`src/rtl/wb_stage.sv`:
```
// Writeback stage: captures one retiring instruction per cycle, waits for load
// responses, extends load data and drives the register-file write port.
module wb_stage #(
  parameter int XLEN  = 32,
  parameter int RA_W  = 5,
  parameter int CNT_W = 64
) (
  input  logic             clk_i,
  input  logic             rst_i,
  input  logic             valid_i,
  output logic             ready_o,
  input  logic             regwen_i,
  input  logic [RA_W-1:0]  rd_i,
  input  logic [1:0]       wbsel_i,
  input  logic [2:0]       funct3_i,
  input  logic [XLEN-1:0]  alu_i,
  input  logic [XLEN-1:0]  pc4_i,
  input  logic             dmem_rvalid_i,
  input  logic [XLEN-1:0]  dmem_rdata_i,
  output logic             RegWEn_o,
  output logic [RA_W-1:0]  AddrD_o,
  output logic [XLEN-1:0]  DataD_o,
  output logic             busy_o,
  output logic [CNT_W-1:0] instret_o
);

  typedef enum logic [1:0] {IDLE, WAIT_MEM, COMMIT} state_e;

  state_e            state_q, state_d;
  logic              regwen_q, regwen_d;
  logic [RA_W-1:0]   rd_q, rd_d;
  logic [2:0]        funct3_q, funct3_d;
  logic [1:0]        off_q, off_d;
  logic              wen_q, wen_d;
  logic [RA_W-1:0]   addr_q, addr_d;
  logic [XLEN-1:0]   data_q, data_d;
  logic [CNT_W-1:0]  instret_q;
  logic              xfer;
  logic [7:0]        ld_byte;
  logic [15:0]       ld_half;
  logic [XLEN-1:0]   ld_ext;

  assign ready_o   = (state_q != WAIT_MEM);
  assign busy_o    = (state_q == WAIT_MEM);
  assign xfer      = valid_i & ready_o;
  assign RegWEn_o  = wen_q;
  assign AddrD_o   = addr_q;
  assign DataD_o   = data_q;
  assign instret_o = instret_q;

  // Lane selection uses the offset captured with the load, not the live alu_i.
  assign ld_byte = dmem_rdata_i[8*off_q +: 8];
  assign ld_half = dmem_rdata_i[16*off_q[1] +: 16];

  always_comb begin
    case (funct3_q)
      3'b000:  ld_ext = {{(XLEN-8){ld_byte[7]}}, ld_byte};
      3'b100:  ld_ext = {{(XLEN-8){1'b0}}, ld_byte};
      3'b001:  ld_ext = {{(XLEN-16){ld_half[15]}}, ld_half};
      3'b101:  ld_ext = {{(XLEN-16){1'b0}}, ld_half};
      default: ld_ext = dmem_rdata_i;
    endcase
  end

  always_comb begin
    // NOTE: every signal gets a default first so no path can infer a latch.
    state_d  = state_q;
    regwen_d = regwen_q;
    rd_d     = rd_q;
    funct3_d = funct3_q;
    off_d    = off_q;
    wen_d    = 1'b0;
    addr_d   = '0;
    data_d   = '0;
    case (state_q)
      IDLE, COMMIT: begin
        if (xfer) begin
          regwen_d = regwen_i;
          rd_d     = rd_i;
          funct3_d = funct3_i;
          off_d    = alu_i[1:0];
          if (wbsel_i == 2'b01) begin
            state_d = WAIT_MEM;
          end else begin
            state_d = COMMIT;
            wen_d   = regwen_i;
            addr_d  = rd_i;
            data_d  = (wbsel_i == 2'b10) ? pc4_i : alu_i;
          end
        end else begin
          state_d = IDLE;
        end
      end
      WAIT_MEM: begin
        if (dmem_rvalid_i) begin
          state_d = COMMIT;
          wen_d   = regwen_q;
          addr_d  = rd_q;
          data_d  = ld_ext;
        end
      end
      default: state_d = IDLE;
    endcase
  end

  // Write-port outputs are loaded on entry to COMMIT so they come straight from flops.
  always_ff @(posedge clk_i or posedge rst_i) begin
    if (rst_i) begin
      state_q   <= IDLE;
      regwen_q  <= 1'b0;
      rd_q      <= '0;
      funct3_q  <= '0;
      off_q     <= '0;
      wen_q     <= 1'b0;
      addr_q    <= '0;
      data_q    <= '0;
      instret_q <= '0;
    end else begin
      // NOTE: non-blocking assignments so all flops update from pre-edge values.
      state_q  <= state_d;
      regwen_q <= regwen_d;
      rd_q     <= rd_d;
      funct3_q <= funct3_d;
      off_q    <= off_d;
      wen_q    <= wen_d;
      addr_q   <= addr_d;
      data_q   <= data_d;
      if (state_d == COMMIT) instret_q <= instret_q + CNT_W'(1);
    end
  end

endmodule

```
`config.mk`:
```
export PLATFORM = sky130hd
export DESIGN_NAME = wb_stage
export DESIGN_NICKNAME = d
export VERILOG_FILES = /design/src/rtl/wb_stage.sv
export SDC_FILE = /design/constraint.sdc
export NUM_CORES = 1
export LEC_CHECK = 0
export ABC_AREA = 1
export CELL_PAD_IN_SITES_DETAIL_PLACEMENT = 1
export CELL_PAD_IN_SITES_GLOBAL_PLACEMENT = 1
export CORE_ASPECT_RATIO = 1.2
export CORE_UTILIZATION = 23
export DETAILED_ROUTE_END_ITERATION = 8
export PLACE_DENSITY = 0.71
export RECOVER_POWER = 25
export SKIP_CTS_REPAIR_TIMING = 1
export SYNTH_ARGS = -nofsm -noshare
export SYNTH_HDL_FRONTEND = slang
export SYNTH_SLANG_ARGS = --single-unit
```
`constraint.sdc`:
```
create_clock -name clk_i -period 8.7 [get_ports clk_i]
set_input_delay 0.87 -clock clk_i [delete_from_list [all_inputs] [get_ports clk_i]]
set_output_delay 0.87 -clock clk_i [all_outputs]
set_load 0.05 [all_outputs]
```
==> flow_summary.toml, run 1 <==
[status]
status = "finished with violations"
violations = "capacitance limit, slew limit"

[timing]
setup_viol = 0
hold_viol = 0
max_slew_margin_pct = -27.8
tns_ns = 0
skew_ns = 0.0147
tightestPinTransition_ns = 1.91
rsz0062_at_grt = "no"
fin_crit_ns = 3.85
period_share_pct = 44.2
max_freq_mhz = 260
slew_viol_final = 73

[synth]
synth_area_um2 = 6620
async_flop_share_pct = 100
seq_area_frac_synth_pct = 43.5
synth_ff_type = "dfrtp_1"
synthTopCellsByArea = "dfrtp_1, nand2_1, nor2_1"
yosysMostFrequentCell = "nand2_1"
synth_cells = 911
synth_cell_types = 37
synth_top_area_share_pct = 43.5
synth_edf_count = 0
yosysTopAreaCell = "dfrtp_1"
ys_ff_latch = 115
yosys-top-cells-count = "nand2_1, nor2_1, dfrtp_1, inv_1, o21ai_0"
syn-num-nets = 1023
avgSynthCellArea_um2 = 7.27
ys_warn_count = 0

[routing]
via_count = 6972
drc = 0
drt_iter0_markers = 290
totalWireLength_um = 26500
vias_per_cell = 4.60
ant_nets = 0
wl_per_cell_um = 17.5
firstDrtPassIters = 4

[clock_network]
cts_root_buffer = "clkbuf_16"
cts_buffers = 17
path_clk_slew_ns = 0.06
clk_latency_ns = 0.43
h-tree-depth = 4
cts_tree = "yes"
cts_buffer_depth = 2
cts.sinks = 115

[worst_setup_path]
cp_data_required_time_ns = 9.00
worst_setup_path_start_kind = "input port"
critPathTopFamily = "buffers and inverters"
crit_chain = "dlygate4sd3_1 -> inv_1 -> nor2_2 -> clkbuf_1 -> inv_1 -> clkbuf_1 -> o21ai_0 -> o22ai_1"
cp_slowest_cell = "clkbuf_1"
worst-path-max-fanout = 33
critPathCaptureType = "register"
worstSetupPathType = "in -> reg"
cp_data_arrival_time_ns = 4.15
critPathMaxStageDelay_ns = 1.07
cp.buffers_inverters = 5

[grt]
grt_use_met1_pct = 21.1
grt_overflow_total = 0
antenna_found_initial = 0
grt_max_degree = 79
busiest_layer = "met2"
gr-usage-all-layers_pct = 18.6
grt_pass1_vias = 7442
grt_pass1_wl_um = 41700
grt_use_met2_pct = 33.4
grt_util_met3_pct = 5.66

[place]
port_buffers = 214
place.gp.congestion = 0.845
place_area_um2 = 9180
dp_hpwl_um = 20400

[layout]
drive_above_1_share_pct = 6.15
area_growth_pct = 47.1
n_antenna_cell = 0
nFillCells = 3416
fin_util_pct = 34.7
final_area_um2 = 9740
final_nets = 1237

[die]
rows = 67
die_h_um = 188
ios = 215
start_util_pct = 23.6
fp.coreArea_um2 = 28100
die_area_um2 = 29500
fp.dieW_um = 157

[run]
cap_violations = 2

[worst_hold_path]
hp-class = "reg -> reg"

[pwr]
max-vdd-ir-drop_mv = 0.111
power_density_nw_per_um2 = 176
p_leak_nw = 4.15
==> metal layers <==
metal / vias up / share of wire, %
li1: 3373 / -
met1: 3390 / 40
met2: 184 / 52
met3: 25 / 6.3
met4: 0 / 1.4
met5: - / 0
==> state kept, by name, indices dropped and copies added, names as in the netlist <==
name,cells
RegWEn_o,1
funct3_q,3
rd_q,5
off_q,2
DataD_o,32
instret_o,64
AddrD_o,5
state_q,2
regwen_q,1
==> layout make-up <==
cell class	instances	area [µm²]	area share [%]
clock buffer	18	439	4.51
clock inverter	14	151	1.55
inverter	101	380	3.90
multi-input combinational	671	3250	33.4
sequential	115	2880	29.5
tap	379	474	4.87
timing repair buffer	219	2170	22.3
==> worst register-to-register path, delay by kind of cell, from the launching register on <==
family	cells	cell delay, ns
simple gates	7	1.65
flops	1	0.39
buf+inv	2	1.03
==> power by group <==
| group | total [mW] | internal (mW) | switching, mW |
|---|---|---|---|
| Sequential | 0.608 | 0.573 | 0.0352 |
| Clock | 0.719 | 0.432 | 0.287 |
| Combinational | 0.386 | 0.136 | 0.250 |
| Total | 1.71 | 1.14 | 0.572 |
==> kinds of logic (layout without fill, tap and decap cells) <==
group	after synthesis	count (layout)	synth area share, %
AO/OA/AOI/OAI	140	140	11.5
XOR/XNOR	32	32	4.23
adder cells (fa/ha/maj)	1	1	0.189
buffers and inverters	125	352	7.31
flip-flops	115	115	43.5
AND/OR/NAND/NOR	498	498	33.3
==> worst paths after layout <==
check,to,start,cells past startpoint,slack [ns]
max,DataD_o[15]$_DFF_PP0_,wbsel_i[1],8,4.85
min,instret_o[62]$_DFFE_PP0N_,instret_o[62]$_DFFE_PP0N_,2,0.51
max reg2reg,instret_o[56]$_DFFE_PP0N_,state_q[0]$_DFF_PP0_,9,5.51
min reg2reg,instret_o[62]$_DFFE_PP0N_,instret_o[62]$_DFFE_PP0N_,2,0.51
max in group asynchronous,instret_o[15]$_DFFE_PP0N_,rst_i,3,5.50
min in group asynchronous,DataD_o[13]$_DFF_PP0_,rst_i,2,1.38
==> metrics by stage <==
step / std cells / total power, mW / hold WS, ns / worst slack [ns]
3_3_place_gp: 1485 / 1.01 / 0.478 / 5.25
4_1_cts: 1517 / 1.74 / 0.515 / 5.67
6_report: 1517 / 1.71 / 0.509 / 4.85
5_1_grt: 1517 / 1.79 / 0.538 / 4.56
2_1_floorplan: 911 / 0.842 / 0.473 / 4.79
3_5_place_dp: 1485 / 1.01 / 0.498 / 5.20
==> cells in the final DEF (no fill, tap or decap), types with 3 or more instances in the layout <==
| master | n |
|---|---|
| o21ai_0 | 86 |
| clkinv_2 | 3 |
| a21oi_1 | 21 |
| xor2_1 | 17 |
| o21bai_1 | 4 |
| nand4_1 | 30 |
| nand3b_1 | 6 |
| xnor2_1 | 15 |
| o211ai_1 | 7 |
| nor2_1 | 137 |
| clkbuf_1 | 3 |
| nand2_1 | 231 |
| clkdlybuf4s50_1 | 192 |
| or2_2 | 3 |
| nor2_4 | 4 |
| nand2_2 | 7 |
| o22ai_1 | 13 |
| and2_1 | 5 |
| dfrtp_1 | 115 |
| clkbuf_16 | 17 |
| nor2_2 | 15 |
| dlygate4sd3_1 | 22 |
| inv_1 | 99 |
| clkinv_4 | 3 |
| nor3_1 | 22 |
| nand3_1 | 34 |
| o21ai_1 | 3 |
| inv_6 | 4 |
No activity file was read; power rests on OpenSTA's default activity.
==> run 2, diff against run 1 <==
- clock period: 8.7 -> 3.85 ns (I/O delays scaled with it)
==> run 2 against run 1 <==
The run still ends with capacitance limit, slew limit left. Clock power is 120% higher. Die area did not move. Register-to-register slack got worse by 4.3 ns. Routed wire length barely moved. Global-route usage is essentially flat. Sequential power grew 130%. Setup slack worse by 3.6 ns. Clock skew about the same. Via count increased by 0.77%. Sequential cell count is the same. Power is 120% higher. Largest cell class unchanged.
==> flow_summary.toml, run 2 (synthesis results as in run 1) <==
[status]
status = "finished with violations"
violations = "capacitance limit, slew limit"

[worst_hold_path]
hp-class = "in -> reg"
hold_depth = 3
holdPathEnd = "funct3_q[2]$_DFFE_PP0P_"
holdCritStartpoint = "funct3_i[2]"

[die]
fp.dieW_um = 157
fp.coreArea_um2 = 28100
die_h_um = 188
rows = 67
start_util_pct = 23.6
die_area_um2 = 29500
ios = 215

[routing]
totalWireLength_um = 26500
ant_nets = 0
drc = 0
vias_per_cell = 4.62
wl_per_cell_um = 17.4
drt_iter0_markers = 336
firstDrtPassIters = 6
via_count = 7026

[clock_network]
cts.sinks = 115
cts_tree = "yes"
h-tree-depth = 4
clk_latency_ns = 0.43
cts_buffer_depth = 2
cts_root_buffer = "clkbuf_16"
path_clk_slew_ns = 0.06
cts_buffers = 17

[worst_setup_path]
worstReg2RegStart = "state_q[0]$_DFF_PP0_"
worst-path-max-fanout = 23
regToRegSetupSlack_ns = 1.26
critPathCaptureType = "register"
cp_data_required_time_ns = 4.17
worst_setup_path_start_kind = "register"
reg2reg_to = "instret_o[59]$_DFFE_PP0N_"
ff2ff_path_depth = 10
cp_data_arrival_time_ns = 2.91
worstSetupPathType = "reg -> reg"

[grt]
grt_overflow_total = 0
gr-usage-all-layers_pct = 18.7
antenna_found_initial = 0
grt_max_degree = 41
grt_pass1_vias = 7405
grt_pass1_wl_um = 41600

[layout]
largest_reg_flops = 64
area_growth_pct = 47.4
multi_input_area_um2 = 3260
final_nets = 1241
final_common_cell = "nand2_1"
regArea_um2 = 2880
n_antenna_cell = 0
final_cell_mix = "nand2_1, clkdlybuf4s50_1, nor2_1"
nFillCells = 3445
drive_above_1_share_pct = 6.84

[timing]
skew_ns = 0.0147
max_freq_mhz = 386
slew_viol_final = 41
tightestPinTransition_ns = 2.01
period_share_pct = 67.4
max_slew_margin_pct = -35.0
setup_viol = 0
hold_viol = 0
rsz0062_at_grt = "no"
fin_crit_ns = 2.59
tns_ns = 0

[pwr]
p_leak_nw = 4.12
power_density_nw_per_um2 = 393
max-vdd-ir-drop_mv = 0.251
p_total_mw = 3.83

[place]
dp_hpwl_um = 20700
place.gp.congestion = 0.863
port_buffers = 214

[run]
cap_violations = 1
run 2: worst max-delay path: stages (launching register included):
cell	delay (ns)
dfrtp_1	0.39
inv_2	0.08
nand2_1	0.14
inv_1	0.47
nand2_1	0.21
nand2_2	0.48
nand3_4	0.24
nor2_4	0.23
nand3_1	0.09
nand2_1	0.08
nand2_1	0.05
run 2: final cells by class:
class	count	area share (%)
Clock buffer	18	4.50
Inverter	101	3.90
Multi-Input combinational cell	671	33.4
Timing Repair Buffer	223	22.6
Sequential cell	115	29.5
Tap cell	379	4.86
Clock inverter	13	1.27
run 2: per-stage QoR:
stage | instance area, µm² | setup WS, ns | util, % | hold WS, ns | instances
after floorplan | 6620 | 0.421 | - | 0.473 | 911
after global placement | 9210 | 0.994 | 32.8 | 0.478 | 1489
after detailed placement | 9210 | 0.926 | 32.8 | 0.506 | 1489
after CTS | 9770 | 1.31 | 34.8 | 0.390 | 1520
after global routing | 9760 | 1.00 | 34.8 | 0.491 | 1520
final | 9760 | 1.26 | 34.8 | 0.499 | 1520
run 2: how the worst max path moves through the flow:
stage                    startpoint                   endpoint  slack [ns]
3_5_place_dp                valid_i  instret_o[59]$_DFFE_PP0N_        0.93
2_1_floorplan                 rst_i       AddrD_o[0]$_DFF_PP0_        0.42
5_1_grt                       rst_i  instret_o[46]$_DFFE_PP0N_        1.00
4_1_cts        state_q[0]$_DFF_PP0_  instret_o[59]$_DFFE_PP0N_        1.31
3_3_place_gp                valid_i  instret_o[59]$_DFFE_PP0N_        0.99
6_report       state_q[0]$_DFF_PP0_  instret_o[59]$_DFFE_PP0N_        1.26
run 2: routing by layer:
| layer | vias up | track usage, % | share of wire, % |
|---|---|---|---|
| li1 | 3377 | - | - |
| met1 | 3418 | 21.3 | 40 |
| met2 | 208 | 33.2 | 52 |
| met3 | 23 | 5.55 | 6.6 |
| met4 | 0 | 5.39 | 1.3 |
| met5 | - | 0 | 0 |
run 2: report_power, final:
group	switching (mW)	total (mW)	internal, mW
sequential	0.0824	1.38	1.29
combinational	0.565	0.885	0.320
clock	0.661	1.57	0.910
